--- config.mk ---
export PLATFORM = sky130hd
export DESIGN_NAME = fb_write_ctrl
export DESIGN_NICKNAME = d
export VERILOG_FILES = /design/src/rtl/fb_write_ctrl.sv
export SDC_FILE = /design/constraint.sdc
export NUM_CORES = 1
export LEC_CHECK = 0
export CORE_MARGIN = 2
export CORE_UTILIZATION = 54
export DETAILED_ROUTE_END_ITERATION = 12
export GPL_ROUTABILITY_DRIVEN = 0
export PLACE_DENSITY = 0.79
export SETUP_SLACK_MARGIN = 0.5
export SYNTH_ARGS = -nofsm -noshare
export SYNTH_HDL_FRONTEND = slang
export SYNTH_SLANG_ARGS = --single-unit
--- constraint.sdc ---
create_clock -name clk -period 2.1 [get_ports clk]
set_input_delay 0.21 -clock clk [delete_from_list [all_inputs] [get_ports clk]]
set_output_delay 0.21 -clock clk [all_outputs]
set_load 0.02 [all_outputs]
--- src/rtl/fb_write_ctrl.sv ---
// ---------------------------------------------------------------------------
// FbWriteCtrl (module fb_write_ctrl)
//
// Purpose:
//   Decodes a byte stream from a UART receiver into frame-buffer writes for
//   an RGB LED panel. A header byte carries a 3-bit opcode in [7:5] and the
//   pixel address in [addr_bits-1:0]. Data bytes follow:
//     000 WRITE_PIXEL  R,G,B bytes, each written to its own lane on arrival
//     001/010/011      one byte written to the R/G/B lane
//     100 FILL         R,G,B captured, then every address written once
//     101 BRIGHT       one byte loaded into the brightness register
//     110/111          illegal, answered with an err pulse
//   A command that stalls for timeout_cycles between bytes is abandoned
//   with an err pulse.
//
// Configuration:
//   FB_CTRL_AUTOINC_EN  when defined, WRITE_PIXEL streams pixels: after the
//                       B byte the address advances (wrapping) and the next
//                       byte is taken as R of the following pixel. A timeout
//                       between pixels ends the stream without err; one
//                       inside a pixel still pulses err.
//
// Parameters:
//   addr_bits       frame-buffer address width (2^addr_bits pixels), 1..8
//   timeout_cycles  max clk cycles allowed between bytes of one command
//   bright_init     brightness value after reset
//
// Ports:
//   clk         sole clock, rising edge
//   rst         synchronous, active-low reset
//   rx_data     received UART byte
//   rx_valid    one-cycle strobe qualifying rx_data
//   wr_addr     frame-buffer write address
//   wr_data     write data, lanes {R,G,B}
//   wr_byte_en  lane enables, bit2=R, bit1=G, bit0=B
//   wr_en       one-cycle write strobe
//   brightness  brightness setting for the scan/OE logic
//   busy        high while a FILL sweep runs
//   err         one-cycle protocol-error pulse
// ---------------------------------------------------------------------------
module fb_write_ctrl #(
  parameter int         addr_bits      = 5,
  parameter int         timeout_cycles = 4096,
  parameter logic [7:0] bright_init    = 8'hFF
) (
  input  logic                 clk,
  input  logic                 rst,
  input  logic [7:0]           rx_data,
  input  logic                 rx_valid,
  output logic [addr_bits-1:0] wr_addr,
  output logic [23:0]          wr_data,
  output logic [2:0]           wr_byte_en,
  output logic                 wr_en,
  output logic [7:0]           brightness,
  output logic                 busy,
  output logic                 err
);

  typedef enum logic [1:0] {
    IDLE,
    DATA,
    FILL
  } state_t;

  localparam logic [2:0] OP_PIXEL  = 3'b000;
  localparam logic [2:0] OP_RED    = 3'b001;
  localparam logic [2:0] OP_GREEN  = 3'b010;
  localparam logic [2:0] OP_BLUE   = 3'b011;
  localparam logic [2:0] OP_FILL   = 3'b100;
  localparam logic [2:0] OP_BRIGHT = 3'b101;

  localparam int                 TIMER_W    = $clog2(timeout_cycles + 1);
  localparam logic [TIMER_W-1:0] TIMER_LAST = TIMER_W'(timeout_cycles - 1);

  state_t               state_q, state_d;
  logic [2:0]           op_q, op_d;
  logic [1:0]           byteCnt_q, byteCnt_d;
  logic [addr_bits-1:0] addr_q, addr_d;
  logic [7:0]           red_q, red_d;
  logic [7:0]           green_q, green_d;
  logic [TIMER_W-1:0]   timer_q, timer_d;
  logic [7:0]           bright_q, bright_d;
  logic [addr_bits-1:0] wrAddr_q, wrAddr_d;
  logic [23:0]          wrData_q, wrData_d;
  logic [2:0]           wrByteEn_q, wrByteEn_d;
  logic                 wrEn_q, wrEn_d;
  logic                 err_q, err_d;
  logic                 silentEnd;

  // Lane index 0/1/2 maps to the R/G/B enable bit.
  function automatic logic [2:0] laneEnable(input logic [1:0] lane);
    case (lane)
      2'd0:    laneEnable = 3'b100;
      2'd1:    laneEnable = 3'b010;
      default: laneEnable = 3'b001;
    endcase
  endfunction

  // A timeout between streamed pixels is the normal end of a stream.
`ifdef FB_CTRL_AUTOINC_EN
  assign silentEnd = (op_q == OP_PIXEL) && (byteCnt_q == 2'd0);
`else
  assign silentEnd = 1'b0;
`endif

  // Command decoder. Every output is registered, so each effect shows up in
  // the cycle after the byte that caused it. The FILL sweep reuses the write
  // address register as its counter and ends after writing the last address.
  always_comb begin
    state_d    = state_q;
    op_d       = op_q;
    byteCnt_d  = byteCnt_q;
    addr_d     = addr_q;
    red_d      = red_q;
    green_d    = green_q;
    timer_d    = timer_q;
    bright_d   = bright_q;
    wrAddr_d   = wrAddr_q;
    wrData_d   = wrData_q;
    wrByteEn_d = wrByteEn_q;
    wrEn_d     = 1'b0;
    err_d      = 1'b0;

    unique case (state_q)
      IDLE: begin
        timer_d = '0;
        if (rx_valid) begin
          if (rx_data[7:6] == 2'b11) begin
            err_d = 1'b1;
          end else begin
            op_d      = rx_data[7:5];
            addr_d    = rx_data[addr_bits-1:0];
            byteCnt_d = 2'd0;
            state_d   = DATA;
          end
        end
      end

      DATA: begin
        if (rx_valid) begin
          timer_d   = '0;
          byteCnt_d = byteCnt_q + 2'd1;
          case (op_q)
            OP_PIXEL: begin
              wrEn_d     = 1'b1;
              wrAddr_d   = addr_q;
              wrData_d   = {3{rx_data}};
              wrByteEn_d = laneEnable(byteCnt_q);
              if (byteCnt_q == 2'd2) begin
`ifdef FB_CTRL_AUTOINC_EN
                addr_d    = addr_q + 1'b1;
                byteCnt_d = 2'd0;
`else
                state_d   = IDLE;
`endif
              end
            end
            OP_RED, OP_GREEN, OP_BLUE: begin
              wrEn_d     = 1'b1;
              wrAddr_d   = addr_q;
              wrData_d   = {3{rx_data}};
              wrByteEn_d = laneEnable(op_q[1:0] - 2'd1);
              state_d    = IDLE;
            end
            OP_FILL: begin
              case (byteCnt_q)
                2'd0:    red_d   = rx_data;
                2'd1:    green_d = rx_data;
                default: begin
                  wrEn_d     = 1'b1;
                  wrAddr_d   = '0;
                  wrData_d   = {red_q, green_q, rx_data};
                  wrByteEn_d = 3'b111;
                  state_d    = FILL;
                end
              endcase
            end
            OP_BRIGHT: begin
              bright_d = rx_data;
              state_d  = IDLE;
            end
            default: state_d = IDLE;
          endcase
        end else if (timer_q == TIMER_LAST) begin
          timer_d = '0;
          err_d   = !silentEnd;
          state_d = IDLE;
        end else begin
          timer_d = timer_q + 1'b1;
        end
      end

      FILL: begin
        if (rx_valid) begin
          err_d = 1'b1;
        end
        if (&wrAddr_q) begin
          state_d = IDLE;
        end else begin
          wrEn_d   = 1'b1;
          wrAddr_d = wrAddr_q + 1'b1;
        end
      end

      default: state_d = IDLE;
    endcase
  end

  // State and output registers with synchronous active-low reset.
  always_ff @(posedge clk) begin
    if (!rst) begin
      state_q    <= IDLE;
      op_q       <= OP_PIXEL;
      byteCnt_q  <= 2'd0;
      addr_q     <= '0;
      red_q      <= 8'h00;
      green_q    <= 8'h00;
      timer_q    <= '0;
      bright_q   <= bright_init;
      wrAddr_q   <= '0;
      wrData_q   <= 24'h0;
      wrByteEn_q <= 3'b000;
      wrEn_q     <= 1'b0;
      err_q      <= 1'b0;
    end else begin
      state_q    <= state_d;
      op_q       <= op_d;
      byteCnt_q  <= byteCnt_d;
      addr_q     <= addr_d;
      red_q      <= red_d;
      green_q    <= green_d;
      timer_q    <= timer_d;
      bright_q   <= bright_d;
      wrAddr_q   <= wrAddr_d;
      wrData_q   <= wrData_d;
      wrByteEn_q <= wrByteEn_d;
      wrEn_q     <= wrEn_d;
      err_q      <= err_d;
    end
  end

  assign wr_addr    = wrAddr_q;
  assign wr_data    = wrData_q;
  assign wr_byte_en = wrByteEn_q;
  assign wr_en      = wrEn_q;
  assign brightness = bright_q;
  assign busy       = (state_q == FILL);
  assign err        = err_q;

endmodule

==> metrics.cfg <==
[run_status]
status=complete, no violations

[pwr]
swShare_pct=36.24
seqPwrFrac_pct=37.0
switching_power_mw=1.824
power_frac_comb_pct=39.2
p_int_mw=3.209
power.density_nw_per_um2=903.7
p_clk_share_pct=23.8
p_leak_nw=2.271
ir_drop_v=0.0005502

[route]
wl_per_cell_um=19.93
route.detailed.drc=0
routed_via_density=6.253
wl_um=12530
antenna_left=0
dr.pass1.iters=5
drtIter0Drc=328
vias=3933

[place]
place_hpwl_um=6723
post-place-ws_ps=212.6
dpl.cell_count=577
io_buffer_count=53

[setup_path]
cp.required_ps=2400
crit_chain=inv_4 > ha_4 > nor2_4 > or4_4 > or3b_1 > a21oi_2
critPathKind=reg -> reg
crit_path_start_kind=register
endpoint_kind=register
crit_slowest_cell=or4_4
cpPeakStageDelay_ps=490
worstPathArrival_ps=2080
crit_fanout=6

[clocking]
clock_latency_ps=360
cts_buffers=9
cts_tree=done
htree_levels=3
root_buffer=clkbuf_8
clk_path_buf_depth=2
clkTransAtPathRegs_ps=90
clock_sink_count=83

[yosys]
yosysUniqueCellTypes=56
yosysSeqAreaShare_pct=43.26
yosys_warnings=0
synthArstFlopShare_pct=0
syn-num-nets=465
yosys_register_bits=83
synth_edf_count=0
syn_inst=439
syn_area_per_cell_um2=8.750
yosys_most_used_dff=dfxtp_1
syn_area_um2=3841

[floorplan]
die_h_um=88.34
die_x_um=88.34
rows=30
coreArea_um2=6832
die_area_um2=7804
ios=54
initial_core_util_pct=56.23

[timing]
fin_crit_sh_pct=84.96
rsz0062_at_grt=true
fin_skew_ps=13.10
relSlewSlack_pct=61.17
finalSetupViolCount=0
max_freq_ghz=0.5605
period_minus_slack_ps=1784
slew_viol_final=0
tns_ps=0
finalHoldViolCount=0
worstMarginPinSlew_ps=582.4
holdWs_ps=469.3
worst_slack_ps=315.9

[finish]
fillerInstances=410
syn2layout_area_growth_pct=44.98
finalNetCount=554
drive_gt1_share_pct=30.58
antennaDiodeCount=0
fin_cells=629

[grt]
antenna_found_initial=0
grt_pass1_wl_um=17730
grt_max_degree=55
grt_usage_pct=29.35
grt-ovfl-total=0
grt_pass1_vias=3574

[min_path]
min_path_type=reg -> reg

[flow_run]
drv_cap=0

==> cell usage in the layout (no fill, tap or decap), drive strengths merged, types with 2 or more instances in the layout <==
cell type and instances:
clkdlybuf4s50 46, nand3 27, inv 14, and2 4, or4 2, dfxtp 83
nand2 62, a22oi 2, a31oi 5, mux2i 28, a21oi 36, xnor2 2
clkbuf 10, clkinv 2, and3 5, o211ai 2, buf 55, o21ai 14
nand2b 4, nor3 4, o221ai 4, a21boi 4, nand4 7, o22ai 2
dlymetal6s2s 4, o211a 6, a211oi 3, a31o 2, ha 15, clkinvlp 3
and4 3, nand3b 3, dlygate4sd2 2, a311oi 18, nor2 33
==> final cells by class <==
type	instances	area (µm²)	area share [%]
Multi-Input combinational cell	313	2474	44.42
Inverter	13	58.81	1.056
Timing Repair Buffer	108	1018	18.29
Clock inverter	7	77.57	1.393
Tap cell	96	120.1	2.157
Clock buffer	9	123.9	2.224
Sequential cell	83	1697	30.47
==> power groups by stage <==
| stage | Clock [mW] | Combinational [mW] | Sequential, mW |
|---|---|---|---|
| after floorplan | 0 | 0.801 | 2.00 |
| after global placement | 0 | 1.36 | 1.87 |
| after global routing | 1.24 | 2.09 | 1.88 |
| final | 1.20 | 1.97 | 1.86 |
| after detailed placement | 0 | 1.39 | 1.88 |
| after CTS | 1.18 | 1.69 | 1.85 |
==> metrics by stage <==
| step | instance area (µm²) | utilization, % | total power [mW] |
|---|---|---|---|
| 2_1_floorplan | 3973 | - | 2.799 |
| 3_3_place_gp | 4603 | 67.38 | 3.232 |
| 3_5_place_dp | 4603 | 67.38 | 3.262 |
| 4_1_cts | 5239 | 76.69 | 4.725 |
| 5_1_grt | 5569 | 81.52 | 5.216 |
| 6_report | 5569 | 81.52 | 5.033 |
==> flip-flops by register name (all words and copies together) (netlist names), 3 cells and up <==
| register | count |
|---|---|
| red_q | 8 |
| timer_q | 13 |
| wr_addr | 5 |
| green_q | 8 |
| op_q | 3 |
| addr_q | 5 |
| brightness | 8 |
| wr_byte_en | 3 |
| wr_data | 24 |
==> path summary, 6_finish.rpt <==
kind	start	end	slack (ps)	cells after the start
setup / recovery	state_q[1]	timer_q[8]	320	6
setup reg to reg	state_q[1]	timer_q[8]	320	6
hold / removal	brightness[1]	brightness[1]	470	2
hold reg to reg	brightness[1]	brightness[1]	470	2
==> what timing repair did <==
| item | in CTS | in global routing |
|---|---|---|
| setup buffers | 23 | 9 |
| endpoints found under the setup margin | 72 | 82 |
| pin swaps | 17 | 15 |
| gates cloned | 2 | 2 |
| hold buffers | 0 | 0 |
| resized for setup | 63 | 74 |
==> Yosys cell counts (3+ instances only) <==
| master | count | area, µm² |
|---|---|---|
| a311oi_1 | 18 | 157.7 |
| a211oi_1 | 3 | 22.52 |
| o221ai_1 | 4 | 35.03 |
| buf_2 | 7 | 35.03 |
| mux2i_1 | 28 | 280.3 |
| and2_1 | 3 | 18.77 |
| inv_1 | 12 | 45.04 |
| nand2_1 | 62 | 232.7 |
| clkbuf_1 | 18 | 67.56 |
| nor3_1 | 4 | 20.02 |
| and3_1 | 4 | 25.02 |
| o21ai_0 | 14 | 70.07 |
| nand4_1 | 7 | 43.79 |
| ha_1 | 15 | 187.7 |
| buf_1 | 3 | 11.26 |
| nand3b_1 | 3 | 22.52 |
| a21oi_1 | 35 | 175.2 |
| a21boi_0 | 4 | 30.03 |
| dfxtp_1 | 83 | 1662 |
| nand3_1 | 26 | 130.1 |
| a31oi_1 | 5 | 31.28 |
| o211a_1 | 6 | 60.06 |
| nand2b_1 | 4 | 25.02 |
| nor2_1 | 33 | 123.9 |
==> worst max-delay path: cells and delay by family (launching register included) <==
kind | cells | cell delay (ps)
simple gates | 3 | 960
compound gates | 1 | 140
flops | 1 | 360
buf+inv | 1 | 70
fa+ha+maj | 1 | 190
==> per-layer routing <==
| layer | vias up | GRT usage (%) | wire [µm] |
|---|---|---|---|
| li1 | 1764 | - | - |
| met2 | 223 | 48.74 | 6056 |
| met5 | - | 0 | 0 |
| met4 | 0 | 12.67 | 447 |
| met3 | 50 | 3.545 | 904 |
| met1 | 1896 | 38.61 | 5124 |
==> cells by family after synthesis <==
logic type	Yosys count	share of synthesized area [%]
XOR/XNOR	3	0.6842
AND/OR/NAND/NOR	162	20.16
AO/OA/AOI/OAI	105	18.79
multiplexers	28	7.296
flip-flops	83	43.26
buffers and inverters	43	4.918
adder cells (fa/ha/maj)	15	4.886
Power figures use the tool's default switching activity.
